[src/rtl/shift_delay_line.sv]
// shift_delay_line
//   Runtime-programmable delay line of 1..DEPTH enabled cycles, built on a
//   circular RAM buffer (asynchronous read, maps to distributed RAM) instead
//   of a flop chain. Tracks output validity and fill level, supports a
//   synchronous flush, and flags out-of-range delay requests.
//
// Parameters
//   WIDTH : data width in bits (1..64)
//   DEPTH : maximum delay in enabled cycles, power of two (2..1024)
//   AW    : width of delay / fill_level, $clog2(DEPTH)+1 (derived)
//
// Ports
//   clk        in   rising-edge clock
//   reset_n    in   synchronous active-low reset (priority over flush/enable)
//   enable     in   shift enable, one shift per enabled edge
//   flush      in   synchronous clear of pointer/fill/outputs (RAM untouched)
//   delay      in   requested delay, legal 1..DEPTH (clamped otherwise)
//   din        in   input sample, captured on enabled edges
//   dout       out  delayed sample, registered, 0 while not valid
//   dout_valid out  dout carries real data
//   fill_level out  samples written since reset/flush, saturates at DEPTH
//   cfg_err    out  sticky: an out-of-range delay was sampled on an enabled edge
module shift_delay_line #(
  parameter int WIDTH = 8,
  parameter int DEPTH = 64,
  parameter int AW    = $clog2(DEPTH) + 1
) (
  input  logic             clk,
  input  logic             reset_n,
  input  logic             enable,
  input  logic             flush,
  input  logic [AW-1:0]    delay,
  input  logic [WIDTH-1:0] din,
  output logic [WIDTH-1:0] dout,
  output logic             dout_valid,
  output logic [AW-1:0]    fill_level,
  output logic             cfg_err
);

  localparam int            PW       = $clog2(DEPTH);
  localparam logic [AW-1:0] DEPTH_AW = AW'(DEPTH);
  localparam logic [AW-1:0] ONE_AW   = AW'(1);

  // Clamp a requested delay into the legal range 1..DEPTH.
  function automatic logic [AW-1:0] clamp_delay(input logic [AW-1:0] d);
    logic [AW-1:0] r;
    r = d;
    if (d == '0)
      r = ONE_AW;
    else if (d > DEPTH_AW)
      r = DEPTH_AW;
    return r;
  endfunction

  // True when the requested delay lies outside 1..DEPTH.
  function automatic logic delay_out_of_range(input logic [AW-1:0] d);
    return (d == '0) || (d > DEPTH_AW);
  endfunction

  // Fill counter increment that sticks at DEPTH.
  function automatic logic [AW-1:0] sat_inc(input logic [AW-1:0] f);
    logic [AW-1:0] r;
    r = f;
    if (f != DEPTH_AW)
      r = f + ONE_AW;
    return r;
  endfunction

  // Storage and control state
  logic [WIDTH-1:0] mem [DEPTH];
  logic [PW-1:0]    wr_ptr;
  logic [AW-1:0]    fill;

  // Combinational next-state
  logic [AW-1:0]    d_eff;
  logic             delay_bad;
  logic [PW-1:0]    rd_addr;
  logic [WIDTH-1:0] ram_rd;
  logic [AW-1:0]    fill_nxt;
  logic             vld_nxt;
  logic [WIDTH-1:0] dout_nxt;
  logic             wr_en;

  // Stage p0: address generation and output selection for this edge.
  // The sample written at edge k-D+1 sits D-1 slots behind the slot that
  // edge k is about to write, so the read happens before that write lands.
  // With D = DEPTH this is the slot just ahead of wr_ptr, which is still
  // intact because the write of edge k has not occurred yet.
  always_comb begin
    d_eff     = clamp_delay(delay);
    delay_bad = delay_out_of_range(delay);
    rd_addr   = wr_ptr - PW'(d_eff - ONE_AW);
    ram_rd    = mem[rd_addr];
    fill_nxt  = sat_inc(fill);
    vld_nxt   = (fill_nxt >= d_eff);
    dout_nxt  = '0;
    if (vld_nxt) begin
      // D=1 is a plain register: the current sample goes straight out.
      if (d_eff == ONE_AW)
        dout_nxt = din;
      else
        dout_nxt = ram_rd;
    end
  end

  assign wr_en = reset_n && !flush && enable;

  // RAM write port; contents are deliberately never cleared so the array
  // stays a plain memory. Stale words are masked by the valid logic.
  always_ff @(posedge clk) begin
    if (wr_en)
      mem[wr_ptr] <= din;
  end

  // Stage p1: registered pointer, fill counter and outputs.
  always_ff @(posedge clk) begin
    if (!reset_n) begin
      wr_ptr     <= '0;
      fill       <= '0;
      dout       <= '0;
      dout_valid <= 1'b0;
      cfg_err    <= 1'b0;
    end else if (flush) begin
      wr_ptr     <= '0;
      fill       <= '0;
      dout       <= '0;
      dout_valid <= 1'b0;
      cfg_err    <= 1'b0;
    end else if (enable) begin
      wr_ptr     <= wr_ptr + PW'(1);
      fill       <= fill_nxt;
      dout       <= dout_nxt;
      dout_valid <= vld_nxt;
      cfg_err    <= cfg_err | delay_bad;
    end
  end

  assign fill_level = fill;

endmodule

[config.mk]
export PLATFORM = sky130hd
export DESIGN_NAME = shift_delay_line
export DESIGN_NICKNAME = d
export VERILOG_FILES = /design/src/rtl/shift_delay_line.sv
export SDC_FILE = /design/constraint.sdc
export NUM_CORES = 1
export LEC_CHECK = 0
export CAP_MARGIN = 25
export CORE_MARGIN = 1.5
export CORE_UTILIZATION = 30
export CTS_CLUSTER_DIAMETER = 150
export DETAILED_ROUTE_END_ITERATION = 8
export SETUP_SLACK_MARGIN = 0.3
export SYNTH_ARGS = -nofsm -noshare
export SYNTH_HDL_FRONTEND = slang
export SYNTH_SLANG_ARGS = --single-unit
[constraint.sdc]
create_clock -name clk -period 11.3 [get_ports clk]
set_input_delay 2.26 -clock clk [delete_from_list [all_inputs] [get_ports clk]]
set_output_delay 2.26 -clock clk [all_outputs]
set_load 0.01 [all_outputs]
== Word-level counts from Yosys, hierarchy flattened ==
Memories as Yosys holds them, arrays and structs flattened.
Index checks and enable logic that the tools add are counted.
Storage, ports and cells
  memories kept: 1
  input bits: 19
  word-level logic and storage cells: 29
  output and inout bits: 17
  bits in registers: 23
  bits in writable memories: 512
Memory list
  mem: words 64, width 8, read ports 1, clocked after Yosys merged registers in 0, write ports 1, RTL line 70  | logic [WIDTH-1:0] mem [DEPTH];
Cells by class
  reduce and logical (&&, ||, !) cells: 6
  bitwise operators: 2
  equal/unequal tests: 2
  mux-type cells: 7
  order comparisons: 2
  $add $sub $neg: 4
Operator list (number)
  $mux W7: 3
  $mux W8: 2
  $add A7 B1 Y7 const B: 1
  $eq A7 B1 Y1 const B: 1
  $ge A7 B7 Y1: 1
  $gt A7 B7 Y1 const B: 1
  $logic_not A7 Y1: 1
  $ne A7 B7 Y1 const B: 1
  $add A6 B1 Y6 const B: 1
  $sub A6 B1 Y6 const B: 1
  $sub A6 B6 Y6: 1
  $logic_and A1 B1 Y1: 2
  $mux W1: 2
  $reduce_or A2 Y1: 1
  $logic_not A1 Y1: 1
  $logic_or A1 B1 Y1: 1
  $not A1 Y1: 1
  $or A1 B1 Y1: 1

== Longest topological paths before layout ==
An unclocked memory read counts as a cell.
  word-level depth: 8
  mapped depth: 17
  depth with buffers taken out: 15

== Worst setup path before layout ==
Ideal clock, no wire load.
  path kind: in2reg
  start point: in delay[6]
  end point: reg dout[4]
  path slack: 6.192 ns
  required time: 11.178 ns
  path buffers: 3
  library setup time: 0.122 ns
  stages: 16
  arrival time: 4.986 ns
  cell sequence: clkinv_1 > nand2_1 > inv_1 > ha_1 > inv_1 > ha_1 > inv_1 > fa_1 > buf_4 > buf_2 > clkbuf_1 > mux4_2 > a22oi_1 > nand2_1 > a21oi_1 > a21oi_1
On the way
  word-level cells in the longest chain between the ends: 8
  elaborated cells on any way between the ends: 11
  those cells by class: add/sub (2); order compare (2); eq/ne (1); mux (4); reduce/logical (1); memory (1)
RTL lines
  start, declared: RTL line 32  | input logic [AW-1:0] delay,
  $gt A7 B7 Y1: RTL line 50  | else if (d > DEPTH_AW)
  $mux W7: RTL line 50
  $mux W7 (*): RTL line 48  | if (d == '0)
  $sub A6 B1 Y6: RTL line 92  | rd_addr = wr_ptr - PW'(d_eff - ONE_AW);
  $sub A6 B6 Y6: RTL line 92
  $mem_v2 Z64 W8
  $mux W8: RTL line 99  | if (d_eff == ONE_AW)
  $mux W8 (*): RTL line 97  | if (vld_nxt) begin
  end signal, assigned: RTL line 132  | dout <= dout_nxt;
  end, declared: RTL line 34  | output logic [WIDTH-1:0] dout,
Mark *: on every way between the ends. The rest lies on a longest branch, timed or not.
A chain may end at the register's enable or synchronous reset.

== Worst setup path in the final report ==
  start point: in delay[6]
  end point: reg dout[3]
Same word-level chain as after synthesis.

==> impl_metrics.csv <==
group,metric,value,unit
floorplan,initial_core_util,0.302,
setup_path,crit_buf_inv,6,
clocking,ctsHoldBuffers,0,
synth,synth-edff-count,512,
setup_path,cp-start-kind,"input port",
clocking,cts_resized,0,
setup_path,rr_endpoint,"dout[3]",
sta,worst-slew-pin-transition,1050,ps
placed_design,place_hpwl,31.3,mm
floorplan,die_h,271,µm
sta,finalHoldViolations,0,
setup_path,crit_path_start,"delay[6]",
setup_path,path_max_fanout,59,
global_routing,grt_pass1_wl,76.8,mm
detailed_routing,via_per_inst,5.07,
setup_path,cp-endpoint,"dout[3]",
floorplan,chipWidth,271,µm
setup_path,cp.arrival,7150,ps
sta,hold_slack,464,ps
synth,synth_ff_type,"edfxtp_1",
synth,async_flop_share,0,
status,status,"completed",
synth,syn_inst,1166,
sta,rsz0062_at_grt,"false",
cells_and_area,final_common_cell,"edfxtp_1",
power_and_ir_drop,p_per_area,175,nW/µm²
clocking,clk_path_buf_depth,3,
sta,max_freq,0.149,GHz
synth,syn_avg_cell_area,18.5,µm²
setup_path,worstPathCellList,"clkdlybuf4s50_1, clkinv_1, nand2_1, inv_1, ha_1, inv_1, ha_2, inv_1, fa_4, inv_1, nand2_1, o221ai_1, o22ai_1, nor3_1, a221oi_2, a41oi_1",
sta,finalMaxSlewViolations,0,
global_routing,grt_max_degree,75,
clocking,cts.sinks,535,
global_routing,grt_pass1_vias,11300,
setup_path,cp.required,11750,ps
sta,fin_skew,31.2,ps
clocking,cts_setup_buffers,0,
detailed_routing,drt-initial-drc-count,1199,
floorplan,coreArea,71400,µm²
placed_design,place.gp.congestion,0.872,
sta,period_share,0.593,
cells_and_area,drive_above_1_share,0.178,
setup_path,r2r_slack,6610,ps
floorplan,num_rows,98,
detailed_routing,ant_nets,0,
min_path,hold_class,"reg -> reg",
detailed_routing,vias,11200,
sta,finalSetupViolations,0,
clocking,htree_levels,2,
setup_path,cp_common_cell,"inv_1",
power_and_ir_drop,vdd_drop_max,117,µV
cells_and_area,diodes,0,
clocking,clk_pin_slew_worst_paths,60,ps
synth,synth_nets,1205,
sta,relSlewSlack,0.302,
sta,tns,0,ps
detailed_routing,wire_per_inst,23.4,µm
synth,synth-seq-area-share,0.734,
setup_path,crit_cells,16,
synth,ys_types,52,
setup_path,critPathSlowestCell,"fa_4",
cells_and_area,final_cell_mix,"512 x edfxtp_1, 104 x nor2_1, 101 x mux4_2",
detailed_routing,wl,51.8,mm
placed_design,portBuffers,35,
sta,layout_min_cycle_time,6700,ps
cells_and_area,finalNetCount,1259,
clocking,cts-buffers-inserted,55,
clocking,clk_latency,620,ps
global_routing,track_usage,0.140,
setup_path,timing.rr.start,"wr_ptr[1]",
detailed_routing,drc_errors,0,
setup_path,end_kind,"register",
setup_path,worst_r2r_path_depth,13,
global_routing,gr-total-overflow,0,
detailed_routing,dr.pass1.iters,5,
synth,synth-warning-count,0,
setup_path,criticalPathCategory,"in -> reg",
cells_and_area,areaGrowthSynthToFinish,14.2,%
run,drv_cap,0,
floorplan,boundaryPins,36,
placed_design,dp_slack,3960,ps
setup_path,path_delay_family,"adder cells",
global_routing,antenna_found_initial,0,
clocking,cts_tree,"yes",
sta,setup_ws,4600,ps
clocking,cts_root_buffer,"clkbuf_16",
setup_path,slowest_delay,1430,ps
cells_and_area,postLayoutCoreUtil,0.345,
power_and_ir_drop,total_leakage_power,7.87,nW
synth,ys_ff_latch,535,
floorplan,die-area,73500,µm²
synth,netlist_area,21600,µm²
## worst register-to-register path, delay by kind of cell, from the launching register on
family	cells	cell delay (ps)
buf+inv	4	510
flops	1	440
fa+ha+maj	3	1910
compound gates	4	840
simple gates	2	840
## how the worst min path moves through the flow
stage | start | end | slack (ps) | depth (start not counted)
after floorplan | cfg_err | cfg_err | 500 | 2
after global placement | cfg_err | cfg_err | 460 | 2
after detailed placement | cfg_err | cfg_err | 450 | 2
after CTS | cfg_err | cfg_err | 470 | 2
after global routing | cfg_err | cfg_err | 500 | 2
final | cfg_err | cfg_err | 460 | 2
## cell usage after synthesis, types with 12 or more instances
library cell / number / area (µm²)
dfxtp_1: 23 / 460
o21ai_0: 14 / 70.1
nand2_1: 43 / 161
nand3_1: 16 / 80.1
o22ai_1: 17 / 106
inv_1: 15 / 56.3
clkbuf_1: 26 / 97.6
ha_1: 19 / 238
edfxtp_1: 512 / 15400
mux4_2: 101 / 2270
nor2_1: 106 / 398
mux2i_1: 55 / 551
a21oi_1: 38 / 190
xor2_1: 12 / 105
a22oi_1: 30 / 225
o221ai_1: 19 / 166
## per-stage QoR
step / std cells / power, mW / cell area (µm²)
5_1_grt: 2217 / 4.43 / 24600
6_report: 2217 / 4.31 / 24600
3_5_place_dp: 2111 / 2.59 / 22900
3_3_place_gp: 2110 / 2.59 / 22900
2_1_floorplan: 1166 / 2.46 / 21600
4_1_cts: 2215 / 4.34 / 24600
## sequential cells by signal, indices dropped and copies added, names as in the netlist
name / cells
fill_level: 7
cfg_err: 1
dout_valid: 1
wr_ptr: 6
dout: 8
mem: 512
## layout make-up
class	count	area, µm²
Inverter	16	60.1
Clock buffer	67	1420
Multi-Input combinational cell	557	5320
Timing Repair Buffer	55	477
Sequential cell	535	15800
Tap cell	950	1190
Clock inverter	37	335
Fill cell	6687	46700
## power breakdown
part / switching, mW / internal [mW] / total [mW]
registers: 0.00210 / 2.17 / 2.17
clock network: 0.768 / 0.995 / 1.76
logic: 0.231 / 0.142 / 0.372
## kinds of logic after synthesis
family / share of synthesized area
buf+inv: 0.0215
fa+ha+maj: 0.0119
simple gates: 0.0450
flops: 0.734
compound gates: 0.0429
mux: 0.136
xor+xnor: 0.00893
## layer usage
metal  up-vias  routed length [µm]  track usage
met5         -                   0            0
met4         0                1250       0.0402
met3       100                3620       0.0218
met2       492               23800        0.217
met1      5830               23200        0.203
li1       4811                   -            -
Power figures use the tool's default switching activity.
